--- config.mk ---
export PLATFORM = sky130hd
export DESIGN_NAME = seq_pattern_tx
export DESIGN_NICKNAME = d
export VERILOG_FILES = /design/src/rtl/seq_pkg.sv /design/src/rtl/seq_pattern_tx.sv
export SDC_FILE = /design/constraint.sdc
export NUM_CORES = 1
export LEC_CHECK = 0
export ABC_AREA = 0
export CORE_ASPECT_RATIO = 0.5
export CORE_MARGIN = 4
export CORE_UTILIZATION = 47
export DETAILED_ROUTE_END_ITERATION = 6
export PLACE_DENSITY = 0.85
export SETUP_SLACK_MARGIN = 0.3
export SYNTH_ARGS = -nofsm -noshare
export SYNTH_HDL_FRONTEND = slang
export SYNTH_SLANG_ARGS = --single-unit
export TNS_END_PERCENT = 10
--- constraint.sdc ---
create_clock -name clk -period 1.9 [get_ports clk]
set_input_delay 0.19 -clock clk [delete_from_list [all_inputs] [get_ports clk]]
set_output_delay 0.19 -clock clk [all_outputs]
set_load 0.02 [all_outputs]
--- src/rtl/seq_pkg.sv ---
// Shared types and constants for the serial pattern transmitter and its
// companion 1011 sequence detector.
//   seq_state_e : transmitter FSM states
//   SEQ_1011    : the pattern the detector looks for, default burst pattern
package seq_pkg;

  typedef enum logic [1:0] {
    IDLE = 2'd0,
    SEND = 2'd1,
    GAP  = 2'd2,
    DONE = 2'd3
  } seq_state_e;

  localparam logic [3:0] SEQ_1011 = 4'b1011;

endpackage

--- src/rtl/seq_pattern_tx.sv ---
// Serial pattern transmitter: on an accepted start it captures a pattern,
// repeat count and gap length, then shifts the pattern out MSB-first, one bit
// per clock, with gap idle cycles between repetitions.
//   clk, rst     : rising-edge clock, synchronous active-high reset
//   start        : burst request, honoured only in IDLE
//   use_def      : 1 selects DEF_PATTERN, 0 selects pattern_i
//   pattern_i    : pattern, count_i : repetitions, gap_i : idle bits between
//   abort        : ends a running burst at once, no done pulse
//   x, x_valid   : serial data and its qualifier
//   sof          : first bit of each repetition
//   busy, done   : not-idle flag, normal-completion pulse
module seq_pattern_tx
  import seq_pkg::*;
#(
  parameter int unsigned          PAT_W       = 4,
  parameter logic [PAT_W-1:0]     DEF_PATTERN = PAT_W'(SEQ_1011),
  parameter int unsigned          CNT_W       = 8,
  parameter int unsigned          GAP_W       = 4
) (
  input  logic             clk,
  input  logic             rst,
  input  logic             start,
  input  logic             use_def,
  input  logic [PAT_W-1:0] pattern_i,
  input  logic [CNT_W-1:0] count_i,
  input  logic [GAP_W-1:0] gap_i,
  input  logic             abort,
  output logic             x,
  output logic             x_valid,
  output logic             sof,
  output logic             busy,
  output logic             done
);

  localparam int unsigned      IDX_W   = (PAT_W > 1) ? $clog2(PAT_W) : 1;
  localparam logic [IDX_W-1:0] IDX_TOP = IDX_W'(PAT_W - 1);

  seq_state_e       state_q, state_d;
  logic [IDX_W-1:0] idx_q, idx_d;
  logic [CNT_W-1:0] reps_q, reps_d;
  logic [GAP_W-1:0] gap_cnt_q, gap_cnt_d;
  logic [GAP_W-1:0] gap_len_q, gap_len_d;
  logic [PAT_W-1:0] shadow_q, shadow_d;
  logic             x_d, x_valid_d, sof_d, busy_d, done_d;

  // State, counters and registered outputs
  always_ff @(posedge clk) begin
    if (rst) begin
      state_q   <= IDLE;
      idx_q     <= '0;
      reps_q    <= '0;
      gap_cnt_q <= '0;
      gap_len_q <= '0;
      shadow_q  <= '0;
      x         <= 1'b0;
      x_valid   <= 1'b0;
      sof       <= 1'b0;
      busy      <= 1'b0;
      done      <= 1'b0;
    end else begin
      state_q   <= state_d;
      idx_q     <= idx_d;
      reps_q    <= reps_d;
      gap_cnt_q <= gap_cnt_d;
      gap_len_q <= gap_len_d;
      shadow_q  <= shadow_d;
      x         <= x_d;
      x_valid   <= x_valid_d;
      sof       <= sof_d;
      busy      <= busy_d;
      done      <= done_d;
    end
  end

  // Next-state, counter updates and output decode
  always_comb begin
    state_d   = state_q;
    idx_d     = idx_q;
    reps_d    = reps_q;
    gap_cnt_d = gap_cnt_q;
    gap_len_d = gap_len_q;
    shadow_d  = shadow_q;

    unique case (state_q)
      IDLE: begin
        if (start && !abort) begin
          shadow_d  = use_def ? DEF_PATTERN : pattern_i;
          reps_d    = count_i;
          gap_len_d = gap_i;
          idx_d     = IDX_TOP;
          state_d   = (count_i == '0) ? DONE : SEND;
        end
      end
      SEND: begin
        if (idx_q == '0) begin
          // reps_q counts the repetition being sent, so 1 means last one
          reps_d = reps_q - CNT_W'(1);
          idx_d  = IDX_TOP;
          if (reps_q == CNT_W'(1)) begin
            state_d = DONE;
          end else if (gap_len_q != '0) begin
            gap_cnt_d = gap_len_q;
            state_d   = GAP;
          end else begin
            state_d = SEND;
          end
        end else begin
          idx_d = idx_q - IDX_W'(1);
        end
      end
      GAP: begin
        if (gap_cnt_q == GAP_W'(1)) begin
          idx_d   = IDX_TOP;
          state_d = SEND;
        end else begin
          gap_cnt_d = gap_cnt_q - GAP_W'(1);
        end
      end
      DONE:    state_d = IDLE;
      default: state_d = IDLE;
    endcase

    if (abort && (state_q != IDLE)) begin
      state_d = IDLE;
    end

    // Outputs reflect the state being entered so they are valid right after the edge
    x_valid_d = (state_d == SEND);
    x_d       = x_valid_d ? shadow_d[idx_d] : 1'b0;
    sof_d     = x_valid_d && (idx_d == IDX_TOP);
    busy_d    = (state_d != IDLE);
    done_d    = (state_d == DONE);
  end

endmodule

Word-level counts from Yosys, hierarchy flattened:

Cells that the tools add are included.

* word-level logic and storage cells: 70
* register bits: 29
* output and inout bits: 5
* input bits: 21

* equal/unequal tests: 13
* bitwise gates (word level): 1
* multiplexer cells: 25
* add/sub/neg operators: 3
* magnitude comparators: 1
* reductions and logical operators: 16

Operator list (count)
* $mux W4: 7
* $mux W2: 10
* $mux W8: 2
* $pmux W8 S2: 1
* $ne A2 B2 Y1 const B: 5
* $eq A2 B2 Y1 const B: 4
* $eq A8 B1 Y1 const B: 1
* $logic_not A8 Y1: 1
* $pmux W2 S4: 1
* $pmux W4 S2: 1
* $reduce_bool A2 Y1: 4
* $sub A8 B1 Y8 const B: 1
* $pmux W2 S3: 1
* $reduce_and A5 Y1: 1
* $eq A2 B1 Y1 const B: 2
* $eq A4 B1 Y1 const B: 1
* $logic_not A2 Y1: 2
* $reduce_bool A4 Y1: 1
* $sub A4 B1 Y4 const B: 1
* $logic_and A1 B1 Y1: 3
* $lt A2 B3 Y1 const B: 1
* $reduce_and A3 Y1: 1
* $bmux W1 S2: 1
* $reduce_and A2 Y1: 1
* other kinds (5): 5

Logic depth before layout (Yosys ltp):

Gate-level depths: netlist of the first run.

* word-level depth: 9
* mapped depth: 9

Least setup slack after synthesis of the first run:

OpenSTA, ideal clock, no wires.

* kind: register to register
* from: register gap_cnt_q[0]
* to: register x
* cell stages (with the launch flop): 7
* path buffers: 0
* path slack: -0.028 ns
* period minus slack after synthesis: 1.928 ns
* arrival time: 1.864 ns
* path through: dfxtp_1 ha_1 or3b_2 a22oi_1 o22ai_1 mux4_2 nor2_1

* word-level cells in the longest chain between the ends: 7

Ends and longest elaborated chain
* from (decl): RTL line seq_pattern_tx.sv:41 `logic [GAP_W-1:0] gap_cnt_q, gap_cnt_d;`
* from (signal assigned): RTL line seq_pattern_tx.sv:64 `gap_cnt_q <= gap_cnt_d;`
* $eq A4 B1 Y1 (*): RTL line seq_pattern_tx.sv:112 `if (gap_cnt_q == GAP_W'(1)) begin`
* $mux W2: RTL line seq_pattern_tx.sv:112
* $pmux W2 S4: RTL line seq_pattern_tx.sv:84 `unique case (state_q)`
* $mux W2: RTL line seq_pattern_tx.sv:123 `if (abort && (state_q != IDLE)) begin`
* $eq A2 B1 Y1: RTL line seq_pattern_tx.sv:128 `x_valid_d = (state_d == SEND);`
* $not A1 Y1 (no source line)
* $reduce_or A2 Y1 (no source line)
* to (signal assigned): RTL line seq_pattern_tx.sv:55 `x <= 1'b0;`
* to (signal assigned): RTL line seq_pattern_tx.sv:67 `x <= x_d;`
* to (decl): RTL line seq_pattern_tx.sv:28 `output logic x,`

Every way passes the cells marked *; elsewhere a longest branch is shown, timed or not. The select of a mux whose other input is x is not followed.
A chain may end at the register's enable or synchronous reset.

Worst setup path after layout of the first run:

* from: register gap_cnt_q[1]
* to: register x

Same word-level chain as after synthesis.

==> results of run 1 <==
-- power by group through the flow --
stage               combinational (mW)  sequential, mW  clock, mW
global route                     0.500           0.691      0.618
detailed placement               0.388           0.695          0
global placement                 0.374           0.693          0
CTS                              0.421           0.684      0.585
floorplan                        0.220           0.696          0
finish                           0.463           0.687      0.574
-- worst max-delay path: stages, from the launching register on --
cell                      delay (ps)
sky130_fd_sc_hd__dfxtp_2         320
sky130_fd_sc_hd__inv_2            70
sky130_fd_sc_hd__ha_4            130
sky130_fd_sc_hd__or3b_4          410
sky130_fd_sc_hd__a22oi_2         230
sky130_fd_sc_hd__o22ai_2         120
sky130_fd_sc_hd__mux4_2          430
sky130_fd_sc_hd__nor2_1           90
-- per-layer routing --
layer / up-vias / GRT usage / part of all wire
met5: - / 0 / 0
met4: 0 / 0.109 / 0.066
met3: 40 / 0.0864 / 0.093
met2: 120 / 0.346 / 0.45
met1: 797 / 0.291 / 0.39
li1: 811 / - / -
-- worst max path at each step --
stage	endpoint	slack [ps]	depth (start not counted)
4_1_cts	x	70	7
3_3_place_gp	sof	-140	8
2_1_floorplan	x	70	7
6_report	x	40	7
3_5_place_dp	sof	-160	8
5_1_grt	x	-10	7
-- layout make-up --
class                      count  area, um2  area share
multi-input combinational    145        990       0.432
tap                           40       50.0      0.0219
clock inverter                 1       5.00     0.00219
timing repair buffer          60        520       0.227
clock buffer                   7       96.3      0.0421
inverter                       9       33.8      0.0148
sequential                    29        593       0.259
-- cell usage in the layout, fill, tap and decap left out, types with 7 or more instances in the layout --
master,synthesis,layout
sky130_fd_sc_hd__buf_4,0,33
sky130_fd_sc_hd__clkdlybuf4s50_1,0,25
sky130_fd_sc_hd__nor2_1,24,24
sky130_fd_sc_hd__dfxtp_1,29,23
sky130_fd_sc_hd__nand2_1,19,19
sky130_fd_sc_hd__a21oi_1,17,14
sky130_fd_sc_hd__o21ai_0,15,13
sky130_fd_sc_hd__inv_1,9,7
sky130_fd_sc_hd__clkbuf_8,0,7
-- kinds of logic (layout without fill, tap and decap cells) --
group                      count (synthesis)  in the layout  share of synthesized area
and+or+nand+nor                           81             81                      0.274
AOI/OAI and AO/OA                         56             56                      0.224
DFF                                       29             29                      0.377
buffers and inverters                     19             77                     0.0560
adders and majority gates                  5              5                     0.0406
muxes                                      3              3                     0.0284
-- what timing repair did --
action,in CTS,in global routing
pin swaps,8,8
setup endpoints to repair,21,23
resized for setup,19,14
buffers inserted,9,3
hold buffers,0,0
-- sequential cells by signal (all words and copies together) (netlist names) --
| signal | flops |
|---|---|
| busy | 1 |
| done | 1 |
| gap_cnt_q | 4 |
| gap_len_q | 4 |
| idx_q | 2 |
| reps_q | 8 |
| shadow_q | 4 |
| sof | 1 |
| state_q | 2 |
| x | 1 |
| x_valid | 1 |
==> impl_metrics.json, run 1 <==
{
  "wl_per_cell_um": 17.1,
  "pin_count_of_the_biggest_net_entering_global_routing": 15,
  "r2r.worst_path.cells": 7,
  "drtIter0Drc": 176,
  "hold_viol_final": 0,
  "hold_class": "in2reg",
  "min_period_ps": 1860,
  "die-width_um": 89.0,
  "drive_above_1_share": 0.303,
  "clock.fmax_ghz": 0.538,
  "critPathLaunchType": "register",
  "report.final.slew_viol_count": 0,
  "totalWireLength_um": 4980,
  "place_congestion": 0.870,
  "worst-setup-path-type": "reg2reg",
  "p_switching_mw": 0.512,
  "clock_network_fraction_of_design_power": 0.333,
  "syn_area_per_cell_um2": 7.99,
  "switching_share": 0.297,
  "globalRouteOverflowTotal": 0,
  "critPathRequiredTime_ps": 2140,
  "cts_tree": "yes",
  "p_seq_frac": 0.399,
  "yosysMostFrequentCell": "sky130_fd_sc_hd__dfxtp_1",
  "worstSetupStartpoint": "gap_cnt_q[1]",
  "whs_endpoint": "gap_len_q[3]",
  "placedCellCount": 271,
  "root_buffer": "sky130_fd_sc_hd__clkbuf_8",
  "placement.io_buffers": 25,
  "grt_pass1_wl_um": 7780,
  "synthCells": 193,
  "mappedNetlistArea_um2": 1540,
  "timing.rr.end": "x",
  "io_pins": 26,
  "clock_insertion_delay_worst_skew_ps": 290,
  "setup_viol_count_final": 0,
  "synth_top_area_cell": "sky130_fd_sc_hd__dfxtp_1",
  "syn_to_final_growth_pct": 48.5,
  "fin_worst_hold_slack_ps": 452,
  "final_nets": 276,
  "timing.critical_path.fanout_max": 3,
  "die_y_um": 48.5,
  "cts.sinks": 29,
  "detail-route-antenna-nets": 0,
  "max_slew_margin": 0.599,
  "worst-r2r-setup-slack_ps": 40,
  "grt_antenna_before_repair": 0,
  "internal_power_mw": 1.21,
  "vias": 1768,
  "irDropWorstVdd_v": 0.000561,
  "totalPowerFinal_mw": 1.72,
  "initial_utilization": 0.503,
  "synth_top_area_share": 0.377,
  "synth-seq-cells": 29,
  "worst_hold_path.num_cells": 3,
  "layout.cell_area.non_filler_um2": 2290,
  "final_util": 0.747,
  "synth_cell_type_count": 42,
  "htree_levels": 2,
  "arrival_ps": 2090,
  "cts_buffers": 5,
  "synth_edf_count": 0,
  "crit-reg2reg-launch": "gap_cnt_q[1]",
  "fillcell_total": 178,
  "postSynth.asyncResetShare": 0,
  "first_global_vias": 1654,
  "placed_area_um2": 1980,
  "antenna_cells": 0,
  "dp_slack_ps": -160,
  "synth_fp_nets": 219,
  "design.core.area_um2": 3070,
  "floorplan.die_area_um2": 4320,
  "dp_hpwl_um": 3000,
  "synthTopCellsByCount": "sky130_fd_sc_hd__dfxtp_1 (29), sky130_fd_sc_hd__nor2_1 (24), sky130_fd_sc_hd__nand2_1 (19)",
  "synth.yosys.warnings": 0,
  "final_routed_drc_violation_total": 0,
  "post_synth_main_area_contributors": "sky130_fd_sc_hd__dfxtp_1 (38%), sky130_fd_sc_hd__nor2_1 (5.8%), sky130_fd_sc_hd__a21oi_1 (5.5%)",
  "transition_time_at_the_pin_with_the_least_slew_margin_ps": 597,
  "run_status": "finished clean",
  "p_comb_frac": 0.269,
  "synth_ff_type": "sky130_fd_sc_hd__dfxtp_1",
  "synth_seq_area_share": 0.377,
  "finClkSkew_ps": 5.36,
  "vias_per_cell": 6.08,
  "setup_tns_ps": 0,
  "path_clk_slew_ps": 60,
  "pwr_density_cell_nw_per_um2": 754,
  "finalWorstSetupSlack_ps": 41.4,
  "global_route.usage.total": 0.231,
  "timing.final.crit_share": 0.978,
  "detailedRoute.firstPassIterationCount": 5,
  "power.leakage_nw": 0.889,
  "min_from": "gap_i[3]",
  "final-instance-count-excl-fill": 291,
  "cts_buffer_depth": 2,
  "crit_path_end_kind": "register",
  "grt_setup_unrepaired": "yes",
  "row_count": 14,
  "max_cap_viol_count": 0
}
No activity file was read; power rests on OpenSTA's default activity.
==> run 2, diff against run 1 <==
--- a/config.mk
+++ b/config.mk
@@ -8,9 +8,10 @@
 export ABC_AREA = 0
 export CORE_ASPECT_RATIO = 0.5
 export CORE_MARGIN = 4
-export CORE_UTILIZATION = 47
+export CORE_UTILIZATION = 49
+export CTS_BUF_LIST = sky130_fd_sc_hd__clkbuf_2
 export DETAILED_ROUTE_END_ITERATION = 6
-export PLACE_DENSITY = 0.85
+export PLACE_DENSITY = 0.87
 export SETUP_SLACK_MARGIN = 0.3
 export SYNTH_ARGS = -nofsm -noshare
 export SYNTH_HDL_FRONTEND = slang
==> impl_metrics.json, run 2 (synthesized netlist as in run 1, its figures left out) <==
{
  "run_status": "finished clean",
  "vias_per_cell": 5.67,
  "worst-setup-path-type": "reg2reg",
  "detailedRoute.firstPassIterationCount": 4,
  "hold_class": "in2reg",
  "critPathBufInv": 1,
  "place_congestion": 0.897,
  "totalWireLength_um": 4310,
  "max_slew_margin": 0.592,
  "clock.fmax_ghz": 0.542,
  "worst_hold_path.num_cells": 3,
  "row_count": 14,
  "final_routed_drc_violation_total": 0,
  "crit_path_end_kind": "register",
  "timing.rr.end": "x",
  "cp_num_cells": 7,
  "drive_above_1_share": 0.285,
  "fillcell_total": 216,
  "crit-reg2reg-launch": "gap_cnt_q[1]",
  "cp_cell_sequence": "inv_2, ha_4, or3b_4, a22oi_2, o22ai_2, mux4_2, nor2_1",
  "r2r.worst_path.cells": 7,
  "critical-path-max-stage-delay_ps": 430,
  "timing.critical_path.fanout_max": 3,
  "critPathLaunchType": "register",
  "fin_worst_hold_slack_ps": 383,
  "power.leakage_nw": 0.828,
  "hold_viol_final": 0,
  "placement.io_buffers": 25,
  "die_y_um": 47.7,
  "setup.worst_path.end": "x",
  "placed_area_um2": 1980,
  "setup_viol_count_final": 0,
  "htree_levels": 2,
  "switching_share": 0.318,
  "path_clk_slew_ps": 150,
  "cts_buffer_depth": 2,
  "p_comb_frac": 0.314,
  "worst-r2r-setup-slack_ps": 50,
  "pin_count_of_the_biggest_net_entering_global_routing": 17,
  "irDropWorstVdd_v": 0.000356,
  "first_global_vias": 1497,
  "dp_hpwl_um": 2980,
  "worstSetupStartpoint": "gap_cnt_q[1]",
  "arrival_ps": 2150,
  "transition_time_at_the_pin_with_the_least_slew_margin_ps": 607,
  "dp_slack_ps": -157,
  "cts_tree": "yes",
  "grt_pass1_wl_um": 6440,
  "antenna_cells": 0,
  "grt_antenna_before_repair": 0,
  "top_register": "reps_q",
  "global_route.usage.total": 0.203,
  "number_of_flip_flops_in_the_largest_register": 8,
  "clock_network_fraction_of_design_power": 0.203,
  "vias": 1638,
  "floorplan.die_area_um2": 4160,
  "detail-route-antenna-nets": 0,
  "min_period_ps": 1850,
  "syn_to_final_growth_pct": 41.2,
  "crit_family": "simple AND/OR/NAND/NOR gates",
  "finClkSkew_ps": 10.2,
  "root_buffer": "sky130_fd_sc_hd__clkbuf_2",
  "ctsHoldBuffers": 0,
  "design.core.area_um2": 3010,
  "globalRouteOverflowTotal": 0,
  "slowest_stage": "sky130_fd_sc_hd__mux4_2",
  "die-width_um": 87.3,
  "drtIter0Drc": 159,
  "io_pins": 26,
  "p_seq_frac": 0.483,
  "internal_power_mw": 0.968,
  "initial_utilization": 0.512,
  "layout.cell_area.non_filler_um2": 2180,
  "clock_insertion_delay_worst_skew_ps": 350,
  "final_cell_mix": "sky130_fd_sc_hd__buf_4 (34), sky130_fd_sc_hd__clkdlybuf4s50_1 (25), sky130_fd_sc_hd__nor2_1 (24)",
  "timing.final.crit_share": 0.972,
  "layout_commonest_cell": "sky130_fd_sc_hd__buf_4",
  "max_cap_viol_count": 0,
  "grt_setup_unrepaired": "yes",
  "p_switching_mw": 0.451,
  "finalWorstSetupSlack_ps": 53.7,
  "critPathRequiredTime_ps": 2200,
  "final-instance-count-excl-fill": 289,
  "wl_per_cell_um": 14.9,
  "final_util": 0.723,
  "pwr_density_cell_nw_per_um2": 652,
  "placedCellCount": 272,
  "cts.sinks": 29,
  "cts_buffers": 5,
  "final_nets": 275,
  "report.final.slew_viol_count": 0
}
-- run 2: changes by cell type in the layout (fill, tap and decap cells not counted), sizes merged --
cell    delta
buf        -1
clkbuf     -1
-- run 2: cell type report --
cell class                      instances  area, um2  area share
Inverter                                9       33.8      0.0155
Multi-Input combinational cell        145        963       0.443
Clock buffer                            6       30.0      0.0138
Clock inverter                          1       3.75     0.00172
Sequential cell                        29        591       0.271
Timing Repair Buffer                   59        505       0.232
Tap cell                               40       50.0      0.0230
-- run 2: timing repair --
| action | in CTS | in global routing |
|---|---|---|
| pin swaps | 3 | 13 |
| buffers inserted | 4 | 6 |
| gates resized for setup | 5 | 21 |
| setup endpoints to repair | 20 | 24 |
-- run 2: stage by stage --
| step | total power, mW | setup TNS (ps) |
|---|---|---|
| after global routing | 1.50 | -27.6 |
| final | 1.42 | 0 |
| after CTS | 1.37 | 0 |
| after global placement | 1.06 | -179 |
| after floorplan | 0.916 | 0 |
| after detailed placement | 1.07 | -532 |
-- run 2: worst min path at each step --
| stage | start | to |
|---|---|---|
| after CTS | gap_i[3] | gap_len_q[3] |
| after detailed placement | shadow_q[2] | shadow_q[2] |
| after global routing | gap_i[3] | gap_len_q[3] |
| after global placement | gap_len_q[0] | gap_cnt_q[0] |
| after floorplan | gap_i[0] | gap_len_q[0] |
| final | gap_i[0] | gap_len_q[0] |
-- run 2: power by group through the flow --
stage	sequential [mW]	clock, mW	combinational [mW]
floorplan	0.696	0	0.220
global placement	0.692	0	0.368
detailed placement	0.694	0	0.381
CTS	0.681	0.295	0.390
global route	0.691	0.322	0.487
finish	0.686	0.288	0.445
-- run 2: worst reg2reg max path, cell delays in order, from the launching register on --
cell and delay (ps):
sky130_fd_sc_hd__dfxtp_2 350, sky130_fd_sc_hd__inv_2 70, sky130_fd_sc_hd__ha_4 120, sky130_fd_sc_hd__or3b_4 390, sky130_fd_sc_hd__a22oi_2 210, sky130_fd_sc_hd__o22ai_2 120
sky130_fd_sc_hd__mux4_2 430, sky130_fd_sc_hd__nor2_1 110
-- run 2: metal layers --
layer	vias up	GRT usage	part of all wire
met3	11	0.0584	0.060
li1	804	-	-
met4	0	0.0581	0.020
met5	-	0	0
met2	61	0.359	0.49
met1	762	0.250	0.43
